===== config.mk =====
export PLATFORM = sky130hd
export DESIGN_NAME = ascii7seg_buffer_flat
export DESIGN_NICKNAME = d
export VERILOG_FILES = /design/src/rtl/ascii7seg_buffer_pkg.sv /design/src/rtl/ascii7seg_buffer_if.sv /design/src/rtl/ascii7seg_buffer_decode.sv /design/src/rtl/ascii7seg_buffer.sv /design/src/flat_wrapper.sv
export SDC_FILE = /design/constraint.sdc
export NUM_CORES = 1
export LEC_CHECK = 0
export CAP_MARGIN = 10
export CORE_MARGIN = 2
export CORE_UTILIZATION = 65
export DETAILED_ROUTE_END_ITERATION = 12
export GPL_TIMING_DRIVEN = 0
export PLACE_DENSITY = 0.87
export SETUP_SLACK_MARGIN = 0.5
export SLEW_MARGIN = 20
export SYNTH_ARGS = -nofsm -noshare
export SYNTH_HDL_FRONTEND = slang
export SYNTH_SLANG_ARGS = --single-unit

===== constraint.sdc =====
create_clock -name clock -period 3.9 [get_ports clock]
set_clock_uncertainty 0.15 [all_clocks]
set_input_delay 0.39 -clock clock [delete_from_list [all_inputs] [get_ports clock]]
set_output_delay 0.39 -clock clock [all_outputs]
set_load 0.05 [all_outputs]

===== src/rtl/ascii7seg_buffer_pkg.sv =====
// rtl/ascii7seg_buffer_pkg.sv - shared constants, FSM encoding and segment lookup helpers
package ascii7seg_buffer_pkg;

  localparam logic [6:0] ASC_BS    = 7'h08;
  localparam logic [6:0] ASC_CR    = 7'h0D;
  localparam logic [6:0] ASC_SPACE = 7'h20;
  localparam logic [6:0] ASC_ZERO  = 7'h30;
  localparam logic [6:0] ASC_DASH  = 7'h2D;
  localparam logic [6:0] ASC_UNDER = 7'h5F;
  localparam logic [6:0] ASC_DEL   = 7'h7F;

  // Segment patterns are stored active-low (0 = segment lit), bit 6 = seg 6.
  localparam logic [6:0] SEG_BLANK = 7'b1111111;
  localparam logic [6:0] SEG_DASH  = 7'b0111111;
  localparam logic [6:0] SEG_ERR   = 7'b0001110;
  localparam logic [6:0] SEG_UNDER = 7'b1110111;

  typedef enum logic {
    ST_IDLE  = 1'b0,
    ST_CLEAR = 1'b1
  } state_e;

  // Pattern for a supported character; unsupported codes fall through to blank.
  function automatic logic [6:0] seg_table(input logic [6:0] ch);
    case (ch)
      7'h30:        seg_table = 7'b1000000;
      7'h31:        seg_table = 7'b1111001;
      7'h32:        seg_table = 7'b0100100;
      7'h33:        seg_table = 7'b0110000;
      7'h34:        seg_table = 7'b0011001;
      7'h35:        seg_table = 7'b0010010;
      7'h36:        seg_table = 7'b0000010;
      7'h37:        seg_table = 7'b1111000;
      7'h38:        seg_table = 7'b0000000;
      7'h39:        seg_table = 7'b0010000;
      7'h41, 7'h61: seg_table = 7'b0001000;
      7'h42, 7'h62: seg_table = 7'b0000011;
      7'h43, 7'h63: seg_table = 7'b1000110;
      7'h44, 7'h64: seg_table = 7'b0100001;
      7'h45, 7'h65: seg_table = 7'b0000110;
      7'h46, 7'h66: seg_table = 7'b0001110;
      ASC_DASH:     seg_table = SEG_DASH;
      ASC_UNDER:    seg_table = SEG_UNDER;
      default:      seg_table = SEG_BLANK;
    endcase
  endfunction

  // True for the characters the display can render: digits, hex letters, space, '-', '_'.
  function automatic logic char_supported(input logic [6:0] ch);
    char_supported = (ch >= ASC_ZERO && ch <= ASC_ZERO + 7'd9) ||
                     (ch >= 7'h41 && ch <= 7'h46) ||
                     (ch >= 7'h61 && ch <= 7'h66) ||
                     (ch == ASC_SPACE) || (ch == ASC_DASH) || (ch == ASC_UNDER);
  endfunction

endpackage


===== src/rtl/ascii7seg_buffer_if.sv =====
// rtl/ascii7seg_buffer_if.sv - character stream handshake between producer and display buffer
interface ascii7seg_buffer_if;
  logic       char_valid;
  logic       char_ready;
  logic [6:0] char_data;

  modport master (output char_valid, output char_data, input char_ready);
  modport slave  (input char_valid, input char_data, output char_ready);
endinterface


===== src/rtl/ascii7seg_buffer_decode.sv =====
// rtl/ascii7seg_buffer_decode.sv - combinational ASCII to active-low 7-segment decoder
module ascii_seg_decode
  import ascii7seg_buffer_pkg::*;
(
  input  logic [6:0] ch_i,
  output logic [6:0] seg_o,
  output logic       unsupported_o
);

  assign seg_o         = seg_table(ch_i);
  assign unsupported_o = ~char_supported(ch_i);

endmodule


===== src/rtl/ascii7seg_buffer.sv =====
// rtl/ascii7seg_buffer.sv - N-digit ASCII shift buffer driving 7-segment displays
module ascii7seg_buffer
  import ascii7seg_buffer_pkg::*;
#(
  parameter int NUM_DIGITS = 6,
  parameter int BLINK_DIV  = 25_000_000,
  parameter bit ACTIVE_LOW = 1'b1
) (
  input  logic                              clock,
  input  logic                              reset_n,
  ascii7seg_buffer_if.slave                 chr,
  input  logic                              clear,
  input  logic                              blink_en,
  output logic [7*NUM_DIGITS-1:0]           display,
  output logic [$clog2(NUM_DIGITS+1)-1:0]   count,
  output logic                              error
);

  localparam int CW = $clog2(NUM_DIGITS + 1);
  localparam int IW = (NUM_DIGITS > 1) ? $clog2(NUM_DIGITS) : 1;
  localparam int BW = (BLINK_DIV > 1) ? $clog2(BLINK_DIV) : 1;
  localparam logic [6:0] POL = {7{~ACTIVE_LOW}};

  state_e                        state_q, state_d;
  logic                          ready_q;
  logic [IW-1:0]                 idx_q, idx_d;
  logic [NUM_DIGITS-1:0][6:0]    buf_q, buf_d;
  logic [CW-1:0]                 count_q, count_d;
  logic                          error_q, error_d;
  logic [BW-1:0]                 blink_cnt_q;
  logic                          phase_q;
  logic [NUM_DIGITS-1:0][6:0]    disp_q, disp_d;
  logic [NUM_DIGITS-1:0][6:0]    dec_seg;
  logic [NUM_DIGITS-1:0]         dec_unsup;
  logic                          accept;
  logic [6:0]                    ch;

  assign ch             = chr.char_data;
  assign accept         = chr.char_valid & ready_q;
  assign chr.char_ready = ready_q;
  assign display        = disp_q;
  assign count          = count_q;
  assign error          = error_q;

  for (genvar g = 0; g < NUM_DIGITS; g++) begin : g_dec
    ascii_seg_decode u_dec (
      .ch_i          (buf_q[g]),
      .seg_o         (dec_seg[g]),
      .unsupported_o (dec_unsup[g])
    );
  end

  // Next state: character handling in IDLE, one-digit-per-cycle blanking sweep in CLEAR.
  always_comb begin
    state_d = state_q;
    idx_d   = idx_q;
    buf_d   = buf_q;
    count_d = count_q;
    error_d = error_q;
    case (state_q)
      ST_IDLE: begin
        // clear has priority; a char accepted on the same edge is consumed and dropped
        if (clear || (accept && ch == ASC_CR)) begin
          state_d = ST_CLEAR;
          idx_d   = '0;
          count_d = '0;
          error_d = 1'b0;
        end else if (accept) begin
          if (ch == ASC_BS) begin
            if (count_q != '0) begin
              for (int i = 0; i < NUM_DIGITS - 1; i++) buf_d[i] = buf_q[i+1];
              buf_d[NUM_DIGITS-1] = ASC_SPACE;
              count_d = count_q - CW'(1);
            end
          end else if (ch < ASC_SPACE || ch == ASC_DEL) begin
            error_d = 1'b1;
          end else begin
            for (int i = 1; i < NUM_DIGITS; i++) buf_d[i] = buf_q[i-1];
            buf_d[0] = ch;
            if (count_q != CW'(NUM_DIGITS)) count_d = count_q + CW'(1);
            if (!char_supported(ch)) error_d = 1'b1;
          end
        end
      end
      ST_CLEAR: begin
        buf_d[idx_q] = ASC_SPACE;
        if (idx_q == IW'(NUM_DIGITS - 1)) state_d = ST_IDLE;
        else                              idx_d   = idx_q + IW'(1);
      end
      default: state_d = ST_IDLE;
    endcase
  end

  // FSM, buffer and status registers; ready is registered so it stays low through reset.
  always_ff @(posedge clock or negedge reset_n) begin
    if (!reset_n) begin
      state_q <= ST_IDLE;
      ready_q <= 1'b0;
      idx_q   <= '0;
      buf_q   <= {NUM_DIGITS{ASC_SPACE}};
      count_q <= '0;
      error_q <= 1'b0;
    end else begin
      state_q <= state_d;
      ready_q <= (state_d == ST_IDLE);
      idx_q   <= idx_d;
      buf_q   <= buf_d;
      count_q <= count_d;
      error_q <= error_d;
    end
  end

  // Blink timebase: phase flips each BLINK_DIV cycles, held on while blinking is disabled.
  always_ff @(posedge clock or negedge reset_n) begin
    if (!reset_n) begin
      blink_cnt_q <= '0;
      phase_q     <= 1'b1;
    end else if (!blink_en) begin
      blink_cnt_q <= '0;
      phase_q     <= 1'b1;
    end else if (blink_cnt_q == BW'(BLINK_DIV - 1)) begin
      blink_cnt_q <= '0;
      phase_q     <= ~phase_q;
    end else begin
      blink_cnt_q <= blink_cnt_q + BW'(1);
    end
  end

  // Output pattern per digit: unsupported chars show as 'F', off phase blanks everything.
  always_comb begin
    disp_d = '0;
    for (int i = 0; i < NUM_DIGITS; i++) begin
      disp_d[i] = (phase_q ? (dec_unsup[i] ? SEG_ERR : dec_seg[i]) : SEG_BLANK) ^ POL;
    end
  end

  // Registered display outputs.
  always_ff @(posedge clock or negedge reset_n) begin
    if (!reset_n) disp_q <= {NUM_DIGITS{SEG_BLANK ^ POL}};
    else          disp_q <= disp_d;
  end

endmodule

===== src/flat_wrapper.sv =====
// flat-port wrapper written by rule: the top's interface ports become plain ports
module ascii7seg_buffer_flat import ascii7seg_buffer_pkg::*;
#(
  parameter int NUM_DIGITS = 6,
  parameter int BLINK_DIV  = 25_000_000,
  parameter bit ACTIVE_LOW = 1'b1
)
  (clock, reset_n, clear, blink_en, display, count, error, chr_char_valid, chr_char_data, chr_char_ready);
  ascii7seg_buffer_if chr_i ();
  input  logic clock;
  input  logic reset_n;
  input  logic clear;
  input  logic blink_en;
  output logic [7*NUM_DIGITS-1:0] display;
  output logic [$clog2(NUM_DIGITS+1)-1:0] count;
  output logic error;
  input wire logic [$bits(chr_i.char_valid)-1:0] chr_char_valid;
  input wire logic [$bits(chr_i.char_data)-1:0] chr_char_data;
  output wire logic [$bits(chr_i.char_ready)-1:0] chr_char_ready;
  assign chr_i.char_valid = chr_char_valid;
  assign chr_i.char_data = chr_char_data;
  assign chr_char_ready = chr_i.char_ready;
  ascii7seg_buffer #(.NUM_DIGITS(NUM_DIGITS), .BLINK_DIV(BLINK_DIV), .ACTIVE_LOW(ACTIVE_LOW)) u_core (.clock(clock), .reset_n(reset_n), .chr(chr_i), .clear(clear), .blink_en(blink_en), .display(display), .count(count), .error(error));
endmodule

## Word-level counts from Yosys, hierarchy flattened

Index checks and enable logic that the tools add are counted.

- Output and inout port bits: 47
- Bits of input ports: 12
- Word-level logic and storage cells: 395
- Register bits after elaboration: 119

- Add/subtract/negate cells: 4
- Bitwise logic cells: 7
- Reductions and logical operators: 103
- Mux-type cells: 47
- Eq/ne operators: 170
- Magnitude comparators: 45

Operators with widths:

| kind | number |
|---|---|
| one-hot mux 7 bit (18 select lines) | 6 |
| == test 7 bit, second input constant | 80 |
| == test 7 x 6 -> 1 bit, second input constant | 74 |
| two-way mux 42 bit | 5 |
| >= comparator 7 bit, second input constant | 14 |
| less-or-equal comparator 7 bit, second input constant | 14 |
| two-way mux 7 bit | 13 |
| one-hot mux 42 bit (2 select lines) | 1 |
| OR reduction 2 bit | 36 |
| two-way mux 25 bit | 2 |
| >= comparator 7 x 6 -> 1 bit, second input constant | 7 |
| less-or-equal comparator 7 x 6 -> 1 bit, second input constant | 7 |
| logical OR 1 bit | 37 |
| bitwise AND 36 bit | 1 |
| inverter 36 bit | 1 |
| adder 25 x 1 -> 25 bit, second input constant | 1 |
| == test 25 bit, second input constant | 1 |
| two-way mux 3 bit | 8 |
| logical AND 1 bit | 23 |
| demux 7 bit (select 3 bit) | 1 |
| == test 7 x 4 -> 1 bit, second input constant | 2 |
| two-way mux 1 bit | 9 |
| != test 2 x 1 -> 1 bit, second input constant | 4 |
| AND reduction 4 bit | 2 |
| other kinds (19) | 27 |

## Longest topological paths before layout

- Depth after elaboration: 12
- Mapped depth: 12
- Mapped depth without buffers: 8

## By module

From an unflattened synthesis, not the netlist that was laid out.

- Cells, all modules: 981
- Area, all modules: 8326.7 sq um

By module, submodules not included:

| module | area each (sq um) | times used | cells an instance | sequential area each (sq um) |
|---|---|---|---|---|
| ascii7seg_buffer | 5646.7 | 1 | 525 | 3039.2 |
| ascii_seg_decode | 446.7 | 6 | 76 | 0.0 |

## Least setup slack after synthesis

OpenSTA, ideal clock, no wires.

- Path kind: input to register
- Start: in chr_char_data[2]
- End: reg u_core.count_q[2], in the netlist u_core.count[2]
- Path buffers: 4
- Data arrival time: 2.168 ns
- Data required time: 3.629 ns
- Stages on the path: 12
- Library setup time: 0.121 ns
- Path slack: 1.461 ns
- Cell sequence: buf_2 nor3_1 buf_4 nand2_4 inv_1 buf_4 buf_4 fa_1 nand2_1 mux2i_1 o22ai_1 a22o_1

- Cells in the longest elaborated chain, start to end: 5
- Elaborated cells between the ends (all ways): 15
- Those cells by class: order compare: 1; eq/ne: 5; mux: 3; reduce/logical: 6

Ends and longest elaborated chain:

| element | line | RTL |
|---|---|---|
| start: declaration | flat_wrapper.sv:18 | `input wire logic [$bits(chr_i.char_data)-1:0] chr_char_data;` |
| branches (longest 5 deep; another with less-than comparator 7 x 6 -> 1 bit) | -- |  |
| end signal: assignment | ascii7seg_buffer.sv:108 | `count_q <= count_d;` |
| end: declaration | ascii7seg_buffer.sv:28 | `logic [CW-1:0] count_q, count_d;` |

Parallel ways; which one is timed is not known. The select of a mux whose other input is x is not followed.
A chain may end at the register's enable or synchronous reset.

==> results.md <==
* Initial antenna violation count at 0
* Nets at 1135
* Max cap viols at 0
* Asr flop ratio synth at 100%
* R2r setup slk at 0.97 ns
* Largest family of logic cells by synthesized area: simple AND/OR/NAND/NOR gates
* Critical path class: reg2reg
* Worst Hold Launch: chr_char_data[3]
* Yosys reg bits at 119
* Starting Density at 66.9%
* Die ar. at 14000 µm²
* Max clock buf depth at 2
* Clock power share at 17.3%
* Num rows at 41
* Yosys cell types at 83
* Worst Hold Depth at 4
* Cts bufs inserted at 17
* Register area at 3040 µm²
* Resized Gates After CTS at 0
* Pre-Repair DR Iteration Count at 6
* Adder-cell share of the synthesized area at 0.915%
* Input/output buffers at 56
* DP HPWL at 16.4 mm
* RSZ-0062 raised after global routing: false
* RR Startpoint: u_core.phase_q$_DFFE_PN1P_
* Synthesized Nets at 1058
* Setup Viol. Count Final at 0
* Multiplexer area fraction after synthesis at 2.01%
* Seq pwr share at 24.1%
* Final period util at 75.1%
* Vias in the first global route at 8034
* Placer Congestion at 0.937
* Synth Warn # at 0
* Reg-to-reg endpoint: u_core.display[17]$_DFF_PN1_
* Drt total wl at 23.9 mm
* Hold slack final at 0.290 ns
* Ratio of cells with drive above 1 in the final layout at 11.0%
* Max-slew violations at 0
* Comb power frac at 58.6%
* Startpoint Class: register
* Total I/O pin count at 59
* First-pass GRT wire length at 39.3 mm
* Fmax at 342 MHz
* EDFF count, synth at 0
* Die Ht at 118 µm
* Synthesized area at 8480 µm²
* Pin count of the biggest net entering global routing at 76
* WP data required at 4.05 ns
* Total gr overflow at 0
* Rel. slew slack at 37.9%
* Crit-path max FO at 10
* Post-Synth Simple-Gate Area at 28.4%
* Pwr dens at 875 nW/µm²
* Int Power at 4.45 mW
* Vias at 8735
* Reg2Reg Depth at 4
* Clock-pin slew on the worst setup and hold paths at 0.06 ns
* Syn_area_per_cell at 8.14 µm²
* Net Switching at 4.18 mW
* Later-pin clock latency in the skew report at 0.43 ns
* Xor and xnor fraction of the mapped netlist area at 3.20%
* Sink Count at 119
* Switching share of total power at 48.5%
* Final min period at 2.93 ns
* Placed insts at 1271
* Hold EP: u_core.error$_DFFE_PN0P_
* Area grow syn2layout at 16.3%
* Htree depth at 4
* Die X at 118 µm
* Commonest non-fill, non-tap cell in the layout: nand2_1
* Multi-input logic area at 4860 µm²
* Residual DRC at 0
* All-layer global routing usage at 34.5%
* N_diodes at 0
* Cells after synthesis at 1042
* Core Region at 12700 µm²
* Post-route insts no fill at 1304
* Number of routed nets with antenna violations at 0
* Root Buffer: clkbuf_16
* DR WL/cell at 18.3 µm
* Post-synthesis compound-gate area fraction at 22.8%
* Status: finished, final reports clean
* Most frequent cells in the layout: 93 x nand2_1, 86 x nor2_1, 76 x clkbuf_1, 70 x dfrtp_1, 66 x a21oi_1
* WP data arrival at 3.07 ns
* Crit end category: register
* HP Class: in2reg
* Worst VDD drop at 486 µV
* Avg Vias per Cell at 6.70
* Register area share after synthesis at 35.8%
* Total power at 8.63 mW
* Setup repair bufs after CTS at 0
* CTS tree: done
* Final hold vios at 0
* Slew @ Worst Pin at 0.919 ns
* Drt initial violations at 1416
* FILL cells at 956
* Pleak at 3.66 nW
* Ys flop type: dfrtp_1
[layout make-up]
| class | count | share of cell area (%) |
|---|---|---|
| Inverter | 36 | 1.37 |
| Tap cell | 172 | 2.18 |
| Clock inverter | 8 | 0.749 |
| Timing Repair Buffer | 58 | 6.08 |
| Clock buffer | 24 | 4.99 |
| Sequential cell | 119 | 30.8 |
| Buffer | 102 | 4.52 |
| Multi-Input combinational cell | 785 | 49.3 |
[state kept, by name, summed over array words and instances, names as in the netlist]
signal / count
u_core.count: 3
u_core.blink_cnt_q: 25
u_core.error: 1
u_core.state_q: 1
u_core.display: 42
u_core.phase_q: 1
u_core.idx_q: 3
u_core.buf_q: 42
u_core.chr.char_ready: 1
[synth_stat cells (6+ instances only)]
cell / count / area, µm²
nand2b_1: 23 / 144
o21bai_1: 6 / 45.0
a41oi_1: 8 / 70.1
o211ai_1: 22 / 165
nand3_1: 61 / 305
and3_1: 9 / 56.3
a311oi_1: 8 / 70.1
mux2i_1: 17 / 170
o31ai_1: 9 / 67.6
or3_1: 21 / 131
nand4_1: 15 / 93.8
o21ai_1: 14 / 70.1
nor3b_1: 14 / 105
o21ai_0: 48 / 240
nor4b_1: 7 / 61.3
xnor2_1: 23 / 201
nand3b_1: 18 / 135
nor2_1: 86 / 323
clkbuf_1: 73 / 274
nor4_1: 6 / 37.5
xor2_1: 8 / 70.1
and3b_1: 7 / 61.3
nand2_1: 93 / 349
inv_1: 34 / 128
o22ai_1: 9 / 56.3
and4b_1: 6 / 60.1
a211o_1: 13 / 114
buf_4: 8 / 60.1
dfstp_2: 49 / 1290
nor3_1: 32 / 160
buf_2: 14 / 70.1
a21oi_1: 66 / 330
dfrtp_1: 70 / 1750
nor2b_1: 11 / 68.8
a31oi_1: 24 / 150
[worst max-delay path, stage by stage, from the launching register on]
cell and delay, ns:
dfstp_2 0.51, clkbuf_1 0.57, clkbuf_1 0.69, clkbuf_1 0.67
nand4_1 0.20
[logic make-up (layout without fill, tap and decap cells)]
kind of cell | count (synthesis) | count (layout)
mux | 17 | 17
buf+inv | 138 | 228
compound gates | 289 | 289
fa+ha+maj | 6 | 6
xor+xnor | 31 | 31
simple gates | 442 | 442
flops | 119 | 119
[routing by layer]
metal | GRT usage, % | share of wire [%] | vias to the layer above | routed length [µm]
li1 | - | - | 3972 | -
met1 | 46.9 | 40 | 4098 | 9660
met2 | 52.7 | 46 | 573 | 11000
met3 | 8.11 | 11 | 92 | 2560
met4 | 15.6 | 3.1 | 0 | 730
met5 | 0 | 0 | - | 0
[what timing repair did]
item | 4_1_cts | 5_1_grt
hold endpoints to repair | 26 | 0
setup endpoints to repair | 0 | 0
hold buffers | 1 | 0
[how the worst max path moves through the flow]
stage,slack [ns],startpoint,cells after the start,endpoint
4_1_cts,1.04,u_core.phase_q$_DFFE_PN1P_,4,u_core.display[17]$_DFF_PN1_
3_3_place_gp,-2.08,reset_n,1,u_core.blink_cnt_q[16]$_DFF_PN0_
5_1_grt,0.87,chr_char_data[6],12,u_core.count[2]$_DFFE_PN0P_
3_5_place_dp,0.64,chr_char_data[6],10,u_core.count[1]$_DFFE_PN0P_
6_report,0.97,u_core.phase_q$_DFFE_PN1P_,4,u_core.display[17]$_DFF_PN1_
2_1_floorplan,1.46,chr_char_data[2],12,u_core.count[2]$_DFFE_PN0P_
[power by group through the flow]
stage	sequential [mW]	combinational [mW]	clock (mW)
2_1_floorplan	2.76	2.93	0
3_3_place_gp	2.07	4.81	0
3_5_place_dp	2.09	4.87	0
4_1_cts	2.08	4.93	1.49
5_1_grt	2.13	5.45	1.56
6_report	2.08	5.06	1.49
[through the flow]
| stage | cell area (µm²) | setup slack (ns) | util (%) | TNS (ns) |
|---|---|---|---|---|
| final | 9860 | 0.972 | 77.8 | 0 |
| after CTS | 9860 | 1.04 | 77.8 | 0 |
| after global placement | 9250 | -2.08 | 73.0 | -178.77 |
| after floorplan | 8480 | 1.46 | - | 0 |
| after global routing | 9860 | 0.871 | 77.8 | 0 |
| after detailed placement | 9280 | 0.643 | 73.3 | 0 |
(Power assumes the default switching activity.)
